## src/rtl/keypad_scanner_pkg.sv

```systemverilog
// Shared types and constants for the 4x4 keypad scanner.
package keypad_pkg;

   localparam int ROWS   = 4;
   localparam int COLS   = 4;
   localparam int CODE_W = 4;
   localparam int DIGITS = 8;

   typedef enum logic [1:0] {
      SCAN = 2'd0,
      PDEB = 2'd1,
      HELD = 2'd2,
      RDEB = 2'd3
   } state_t;

   // Index of the lowest active-low column; ties resolve toward column 0.
   function automatic logic [1:0] lowest_zero(input logic [COLS-1:0] col);
      logic [1:0] idx;
      idx = 2'd0;
      for (int i = COLS - 1; i >= 0; i--) begin
         if (!col[i]) idx = 2'(i);
      end
      return idx;
   endfunction

endpackage

```

## src/rtl/keypad_scanner_if.sv

```systemverilog
// Key handshake and digit-history bus between the scanner and its consumer.
interface keypad_scanner_if;

   logic                                             key_valid;
   logic [keypad_pkg::CODE_W-1:0]                    key_code;
   logic [keypad_pkg::DIGITS*keypad_pkg::CODE_W-1:0] data_out;
   logic                                             overrun;
   logic                                             key_ack;
   logic                                             clr;

   modport master (
      output key_valid, key_code, data_out, overrun,
      input  key_ack, clr
   );

   modport slave (
      input  key_valid, key_code, data_out, overrun,
      output key_ack, clr
   );

endinterface

```

## src/rtl/keypad_scanner_sync2.sv

```systemverilog
// Parameterised two-flop synchronizer for asynchronous level inputs.
module sync2 #(
   parameter int             W       = 4,
   parameter logic [W-1:0]   RST_VAL = '1
) (
   input  logic         clk,
   input  logic         rst,
   input  logic [W-1:0] din,
   output logic [W-1:0] dout
);

   logic [W-1:0] meta_reg;

   always_ff @(posedge clk or negedge rst) begin
      if (!rst) begin
         meta_reg <= RST_VAL;
         dout     <= RST_VAL;
      end else begin
         meta_reg <= din;
         dout     <= meta_reg;
      end
   end

endmodule

```

## src/rtl/keypad_scanner.sv

```systemverilog
// 4x4 active-low keypad scanner with press/release debounce and key history.
// Optional auto-repeat while a key is held: define KEYPAD_REPEAT_EN.
module keypad_scanner
   import keypad_pkg::*;
#(
   parameter int SCAN_DIV     = 1000,
   parameter int DEBOUNCE_CNT = 8
`ifdef KEYPAD_REPEAT_EN
  ,parameter int REPEAT_DLY   = 64
`endif
) (
   input  logic               clk,
   input  logic               rst,
   input  logic [COLS-1:0]    col_n,
   output logic [ROWS-1:0]    row_n,
   keypad_scanner_if.master   kif
);

   localparam int DIV_W = $clog2(SCAN_DIV);
   localparam int DB_W  = $clog2(DEBOUNCE_CNT + 1);
`ifdef KEYPAD_REPEAT_EN
   localparam int RP_W  = $clog2(REPEAT_DLY + 1);
`endif

   logic [COLS-1:0]   col_s;
   logic [DIV_W-1:0]  divcnt;
   logic              sample;
   state_t            state;
   logic [1:0]        row_reg;
   logic [1:0]        col_reg;
   logic [DB_W-1:0]   dbcnt;
   logic              emit_reg;
   logic [CODE_W-1:0] emit_code_reg;
   logic              any_low;
   logic              col_hit;
   logic [1:0]        col_sel;
`ifdef KEYPAD_REPEAT_EN
   logic [RP_W-1:0]   rptcnt;
`endif

   sync2 #(.W(COLS), .RST_VAL('1)) u_sync (
      .clk  (clk),
      .rst  (rst),
      .din  (col_n),
      .dout (col_s)
   );

   assign sample  = (divcnt == DIV_W'(SCAN_DIV - 1));
   assign any_low = ~&col_s;
   assign col_sel = lowest_zero(col_s);
   assign col_hit = ~col_s[col_reg];

   // Scan divider, row drive and debounce FSM; decisions only at sample points.
   always_ff @(posedge clk or negedge rst) begin
      if (!rst) begin
         divcnt        <= '0;
         state         <= SCAN;
         row_reg       <= 2'd0;
         row_n         <= 4'b1110;
         col_reg       <= 2'd0;
         dbcnt         <= '0;
         emit_reg      <= 1'b0;
         emit_code_reg <= '0;
`ifdef KEYPAD_REPEAT_EN
         rptcnt        <= '0;
`endif
      end else begin
         emit_reg <= 1'b0;
         if (!sample) begin
            divcnt <= divcnt + DIV_W'(1);
         end else begin
            divcnt <= '0;
            case (state)
               SCAN: begin
                  if (any_low) begin
                     col_reg <= col_sel;
                     dbcnt   <= DB_W'(1);
                     if (DEBOUNCE_CNT == 1) begin
                        emit_reg      <= 1'b1;
                        emit_code_reg <= {row_reg, col_sel};
                        state         <= HELD;
`ifdef KEYPAD_REPEAT_EN
                        rptcnt        <= '0;
`endif
                     end else begin
                        state <= PDEB;
                     end
                  end else begin
                     row_reg <= row_reg + 2'd1;
                     row_n   <= {row_n[ROWS-2:0], row_n[ROWS-1]};
                  end
               end
               PDEB: begin
                  if (col_hit) begin
                     if (dbcnt + DB_W'(1) == DB_W'(DEBOUNCE_CNT)) begin
                        emit_reg      <= 1'b1;
                        emit_code_reg <= {row_reg, col_reg};
                        state         <= HELD;
`ifdef KEYPAD_REPEAT_EN
                        rptcnt        <= '0;
`endif
                     end else begin
                        dbcnt <= dbcnt + DB_W'(1);
                     end
                  end else begin
                     // A bounce back to idle resumes scanning immediately.
                     state   <= SCAN;
                     row_reg <= row_reg + 2'd1;
                     row_n   <= {row_n[ROWS-2:0], row_n[ROWS-1]};
                  end
               end
               HELD: begin
                  if (!col_hit) begin
                     dbcnt <= DB_W'(1);
                     state <= (DEBOUNCE_CNT == 1) ? SCAN : RDEB;
                  end
`ifdef KEYPAD_REPEAT_EN
                  else if (rptcnt + RP_W'(1) == RP_W'(REPEAT_DLY)) begin
                     rptcnt        <= '0;
                     emit_reg      <= 1'b1;
                     emit_code_reg <= {row_reg, col_reg};
                  end else begin
                     rptcnt <= rptcnt + RP_W'(1);
                  end
`endif
               end
               RDEB: begin
                  if (!col_hit) begin
                     if (dbcnt + DB_W'(1) == DB_W'(DEBOUNCE_CNT)) begin
                        state <= SCAN;
                     end else begin
                        dbcnt <= dbcnt + DB_W'(1);
                     end
                  end else begin
                     state <= HELD;
`ifdef KEYPAD_REPEAT_EN
                     rptcnt <= '0;
`endif
                  end
               end
               default: state <= SCAN;
            endcase
         end
      end
   end

   // Consumer-facing handshake; clr discards any emit landing in the same cycle.
   always_ff @(posedge clk or negedge rst) begin
      if (!rst) begin
         kif.key_valid <= 1'b0;
         kif.key_code  <= '0;
         kif.data_out  <= '0;
         kif.overrun   <= 1'b0;
      end else if (kif.clr) begin
         kif.key_valid <= 1'b0;
         kif.data_out  <= '0;
         kif.overrun   <= 1'b0;
      end else if (emit_reg) begin
         kif.data_out  <= {kif.data_out[DIGITS*CODE_W-CODE_W-1:0], emit_code_reg};
         kif.key_valid <= 1'b1;
         if (kif.key_valid && !kif.key_ack) begin
            kif.overrun <= 1'b1;
         end else begin
            kif.key_code <= emit_code_reg;
         end
      end else if (kif.key_valid && kif.key_ack) begin
         kif.key_valid <= 1'b0;
      end
   end

endmodule

```

## src/flat_wrapper.sv

```systemverilog
// flat-port wrapper written by rule: the top's interface ports become plain ports
module keypad_scanner_flat import keypad_pkg::*;
#(
   parameter int SCAN_DIV     = 1000,
   parameter int DEBOUNCE_CNT = 8

)
  (clk, rst, col_n, row_n, kif_key_valid, kif_key_code, kif_data_out, kif_overrun, kif_key_ack, kif_clr);
  keypad_scanner_if kif_i ();
  input  logic clk;
  input  logic rst;
  input  logic [COLS-1:0] col_n;
  output logic [ROWS-1:0] row_n;
  output wire logic [$bits(kif_i.key_valid)-1:0] kif_key_valid;
  output wire logic [$bits(kif_i.key_code)-1:0] kif_key_code;
  output wire logic [$bits(kif_i.data_out)-1:0] kif_data_out;
  output wire logic [$bits(kif_i.overrun)-1:0] kif_overrun;
  input wire logic [$bits(kif_i.key_ack)-1:0] kif_key_ack;
  input wire logic [$bits(kif_i.clr)-1:0] kif_clr;
  assign kif_key_valid = kif_i.key_valid;
  assign kif_key_code = kif_i.key_code;
  assign kif_data_out = kif_i.data_out;
  assign kif_overrun = kif_i.overrun;
  assign kif_i.key_ack = kif_key_ack;
  assign kif_i.clr = kif_clr;
  keypad_scanner #(.SCAN_DIV(SCAN_DIV), .DEBOUNCE_CNT(DEBOUNCE_CNT)) u_core (.clk(clk), .rst(rst), .col_n(col_n), .row_n(row_n), .kif(kif_i));
endmodule
```

## config.mk

```make
export PLATFORM = sky130hd
export DESIGN_NAME = keypad_scanner_flat
export DESIGN_NICKNAME = d
export VERILOG_FILES = /design/src/rtl/keypad_scanner_pkg.sv /design/src/rtl/keypad_scanner_if.sv /design/src/rtl/keypad_scanner_sync2.sv /design/src/rtl/keypad_scanner.sv /design/src/flat_wrapper.sv
export SDC_FILE = /design/constraint.sdc
export NUM_CORES = 1
export LEC_CHECK = 0
export BUFFER_PORTS_ARGS = -buffer_cell sky130_fd_sc_hd__buf_4
export CAP_MARGIN = 20
export CORE_MARGIN = 3
export CORE_UTILIZATION = 40
export DETAILED_ROUTE_END_ITERATION = 6
export GPL_TIMING_DRIVEN = 1
export PLACE_DENSITY = 0.69
export SLEW_MARGIN = 10
export SYNTH_ARGS = -nofsm -noshare
export SYNTH_HDL_FRONTEND = slang
export SYNTH_SLANG_ARGS = --single-unit
export TNS_END_PERCENT = 20
```

## constraint.sdc

```tcl
create_clock -name clk -period 2.08 [get_ports clk]
set_input_delay 0.416 -clock clk [delete_from_list [all_inputs] [get_ports clk]]
set_output_delay 0.416 -clock clk [all_outputs]
set_load 0.01 [all_outputs]
```

# Word level (Yosys, flattened, before mapping)
# Cells that the tools add are included.
dict set report word_totals {
  register_bits 75
  latchBits 0
  mem_bits_rw 0
  rom_bits 0
  input_bits 8
  output_inout_bits 42
  elab_cells 89
  mem_count 0
}
dict set report op_classes {
  add_sub_neg 3
  multipliers 0
  div 0
  n_lt_le_gt_ge 1
  eq_ne 13
  n_shift 0
  mux 38
  bitwise_logic 4
  n_reduce_logical 16
}
# cell count
set ops {}
lappend ops {{$mux W32} 2}
lappend ops {{$mux W4} 7}
lappend ops {{$mux W2} 12}
lappend ops {{$pmux W4 S4} 1}
lappend ops {{$reduce_and A4 Y1} 3}
lappend ops {{$mux W1} 11}
lappend ops {{$add A10 B1 Y10 const B} 1}
lappend ops {{$eq A10 B10 Y1 const B} 1}
lappend ops {{$mux W10} 1}
lappend ops {{$reduce_and A5 Y1} 2}
lappend ops {{$ne A2 B1 Y1 const B} 4}
lappend ops {{$pmux W2 S4} 1}
lappend ops {{$pmux W4 S2} 1}
lappend ops {{$reduce_and A3 Y1} 2}
lappend ops {{$reduce_bool A2 Y1} 3}
lappend ops {{$add A4 B1 Y4 const B} 1}
lappend ops {{$eq A2 B2 Y1 const B} 2}
lappend ops {{$eq A4 B4 Y1 const B} 1}
lappend ops {{$ne A2 B2 Y1 const B} 2}
lappend ops {{$not A1 Y1} 4}
lappend ops {{$pmux W2 S2} 1}
lappend ops {{$lt A2 B3 Y1 const B} 1}
lappend ops {{$ne A3 B1 Y1 const B} 1}
lappend ops {{$ne A3 B3 Y1 const B} 1}
lappend ops {{8 further kinds} 9}

# Depth between registers and ports, before layout
dict set report depth {
  word_depth 6
  ltp_mapped 7
  mapped_depth_nobuf 6
}

# Hierarchy
# Synthesis repeated with hierarchy kept, for this count alone.
dict set report unflattened {
  hier_cells 258
  hier_area_um2 3124.2
}
# module instances cells_per_inst area_per_inst_um2 seq_area_each_um2
set by_module_without_submodules {}
lappend by_module_without_submodules {keypad_scanner 1 250 2914.0 1680.4}
lappend by_module_without_submodules {sync2 1 8 210.2 210.2}

# Least setup slack after synthesis
# OpenSTA, ideal clock, no wires.
dict set report synth_path {
  kind {flip-flop to flip-flop}
  start {reg u_core.divcnt[0]}
  end {reg u_core.dbcnt[3]}
  setup_ns 0.069
  arrival_ns 2.147
  t_required_ns 2.011
  path_slack_ns -0.136
  path_stages_with_launch 8
  path_buffers 1
  synth_period_minus_slack_ns 2.216
  cell_sequence {dfrtp_1 ha_1 nand2_1 or3_1 buf_2 or3_4 or4_1 nand3_1}
}
dict set report synth_between {
  elab_chain_len 2
}
# element line
set synth_lines {}
lappend synth_lines {{start, declared} keypad_scanner.sv:26} ;# logic [DIV_W-1:0] divcnt;
lappend synth_lines {{start signal, assigned} keypad_scanner.sv:70} ;# divcnt <= divcnt + DIV_W'(1);
lappend synth_lines {{$eq A10 B10 Y1} keypad_scanner.sv:48} ;# assign sample = (divcnt == DIV_W'(SCAN_DIV - 1));
lappend synth_lines {{$reduce_and A5 Y1 (no source line)} n/a}
lappend synth_lines {{end signal, assigned} keypad_scanner.sv:103} ;# dbcnt <= dbcnt + DB_W'(1);
lappend synth_lines {{end signal, assigned} keypad_scanner.sv:132} ;# dbcnt <= dbcnt + DB_W'(1);
lappend synth_lines {{end, declared} keypad_scanner.sv:31} ;# logic [DB_W-1:0] dbcnt;
# Every way passes these cells.
# A chain may end at the register's enable or synchronous reset.

# Worst setup path after layout
dict set report layout_path {
  start {reg u_core.divcnt[4]}
  end {reg u_core.dbcnt[3]}
}
# Same word-level chain as after synthesis.

==> run metrics <==
outcome completed; detailed placement HPWL 4123 um; Clock Skews 11.52 ps; CTS buffer count 9; Comb pwr share 2.3%; RSZ-0062 raised after global routing yes; placed cells 419; fin area 0.003953 mm^2; Crit. End Element flop; clk_lat worst skew 350 ps; WP data arrival 2300 ps; CP max stage delay 510 ps; Die W 94.54 um; Total Die Area 0.008937 mm^2; class of the worst hold path input pin to flop; P_int 2.168 mW; share of cells above drive strength 1 32.74%; Routed Antenna Nets 0; vias in the first global route 2,193; DP Area 0.003701 mm^2; normalized max-slew margin 67.77%; initial core utilization 42.32%; Psw 0.5880 mW; Lkg Pwr 1.827 nW; switching portion of total power 21.33%; PwrDens 697.3 mW/mm^2; initial antenna violation count 0; CORE AREA 0.007408 mm^2; WHS 175.4 ps; most used flip-flop cell after synthesis dfrtp_1; Reg power frac 53.6%; Tot GR Track Use 14.94%; Startpoint Class flop; Clk pwr share 44.1%; final hold vios 0; Compound-Gate Fraction of Synth Area 4.629%; Syn-to-layout area delta 26.06%; number of I/O pins 50; setup violators final 0; antenna cells 0; syn avg cell area 11.66 um^2; period utilization 96.86%; Ys Warns 0; adder-cell share of the synthesized area 1.197%; Synth Area in Simple Gates 15.12%; post-synthesis sequential area ratio 60.30%; Die Y 94.54 um; row cnt 31; IO Port Bufs 49; Final Max Slew Viols 0; post-synthesis mux area share 15.24%; via count 2,200; CTS H-tree lvls 3; Peak VDD IR 0.4255 mV; non-filler cells, final 438; final period demand of the worst path 2015 ps; worst-path cell chain nand4bb_1 > or3_4 > or3_4 > or4_1 > nand3_1; Worst-Margin Slew 476.7 ps; Routed WL per cell 13.34 um; most used cell, CP or3_4; CP Class flop to flop; Clock Tree Buf Depth 2; worst endpoint required time 2370 ps; Post-synth EDFFs 0; GP Congestion 0.8154; max reg flops 32; total grt overflow 0; Post-Synthesis Net Count 280; Iter 0 DRT Violations 96; final net count 345; Root Buffer clkbuf_8; CP max stage cell or4_1; WP buf/inv 0; first-pass GRT wire length 10,460 um; post-synthesis xor/xnor area fraction 1.676%; DRC 0; largest net degree at the start of global routing 45; Synth Register Bits 75; dominant combinational cell family by area after synthesis multiplexers; Max Fclk 496.4 MHz; CTS tree done; max cap viols 0; drt total wl 5844 um; fin util 53.35%; Fillers 655; drt pass-1 iters 5; Syn Std Cell Area 0.003136 mm^2; Top Family by Delay on Critical Path simple AND/OR/NAND/NOR gates; Largest regs u_core.kif.data_out (32), u_core.divcnt (10); clock sinks 75; clock-pin slew on the worst setup and hold paths 80 ps; post-synth cell types 39; critical path peak fanout 5; ys async rst share 100.0%; largest register by flop count u_core.kif.data_out; Avg Vias per Cell 5.023; Post-Synthesis Cells 269
## synthesized netlist by cell type (4+ instances only)
cell type	number	area share, %
xnor2_1	4	1.1
o21ai_0	10	1.6
inv_1	4	0.48
mux2_2	12	4.3
nor3_1	6	0.96
mux2i_1	32	10
clkbuf_1	7	0.84
dfrtp_1	64	51
dfstp_2	11	9.2
nand3_1	11	1.8
nor2_1	49	5.9
nand2_1	16	1.9
## path summary, 6_finish.rpt
path | startpoint | endpoint | slack (ps) | depth (start not counted)
min in group asynchronous | rst | u_core.kif.data_out[26]$_DFFE_PN0P_ | 540 | 2
hold / removal | col_n[2] | u_core.u_sync.meta_reg[2]$_DFF_PN1_ | 180 | 1
setup reg to reg | u_core.divcnt[4]$_DFF_PN0_ | u_core.dbcnt[3]$_DFFE_PN0P_ | 70 | 5
max in group asynchronous | rst | u_core.u_sync.meta_reg[1]$_DFF_PN1_ | 920 | 3
hold reg to reg | u_core.u_sync.meta_reg[2]$_DFF_PN1_ | u_core.u_sync.dout[2]$_DFF_PN1_ | 350 | 0
setup / recovery | u_core.divcnt[4]$_DFF_PN0_ | u_core.dbcnt[3]$_DFFE_PN0P_ | 70 | 5
## per-stage QoR
stage	total power, mW	setup WS [ps]	setup TNS, ps
floorplan	1.520	3.204	0
global placement	1.568	94.75	0
global route	2.869	-6.492	-6.492
finish	2.756	65.41	0
detailed placement	1.569	26.66	0
CTS	2.807	0.3877	0
## routing by layer
layer | up-vias | GRT usage (%) | wire [um]
met5 | - | 0 | 0
met4 | 0 | 7.572 | 100
met3 | 9 | 3.665 | 216
met2 | 47 | 23.11 | 2739
met1 | 1085 | 19.56 | 2787
li1 | 1059 | - | -
## power groups by stage
stage	Combinational, mW	Sequential [mW]	Clock (mW)
6_report	0.0634	1.48	1.22
5_1_grt	0.0736	1.48	1.32
2_1_floorplan	0.0169	1.50	0
3_3_place_gp	0.0648	1.50	0
4_1_cts	0.0666	1.48	1.26
3_5_place_dp	0.0647	1.50	0
## final cells by class
cell class	instances	area [um^2]	share of cell area, %
Tap cell	99	123.9	3.134
Clock inverter	6	88.84	2.248
Clock buffer	10	127.6	3.229
Timing Repair Buffer	65	503.0	12.73
Sequential cell	75	1894	47.93
Inverter	4	15.01	0.3799
Multi-Input combinational cell	179	1200	30.36
## placed cells by master (no fill, tap or decap), types with 4 or more instances in the layout
| cell type | n |
|---|---|
| nand2_1 | 15 |
| inv_1 | 4 |
| nor3_1 | 6 |
| clkbuf_8 | 9 |
| buf_4 | 63 |
| dfrtp_1 | 61 |
| nor2_1 | 49 |
| mux2_2 | 12 |
| mux2i_1 | 32 |
| o21ai_0 | 10 |
| dfstp_2 | 11 |
| xnor2_1 | 4 |
| nand3_1 | 11 |
## cells by family (layout without fill, tap and decap cells)
logic type                 after synthesis  in the layout
and+or+nand+nor                        102            102
DFF                                     75             75
muxes                                   45             45
AOI/OAI and AO/OA                       23             23
buffers and inverters                   15             85
xor gates and xnor gates                 6              6
adders and majority gates                3              3
## what timing repair did
action	4_1_cts	5_1_grt
buffers inserted	0	2
hold endpoints to repair	31	0
hold buffers	1	0
gates resized for setup	0	4
endpoints found under the setup margin	0	6
Note: power is estimated with default switching activity, not from simulation.
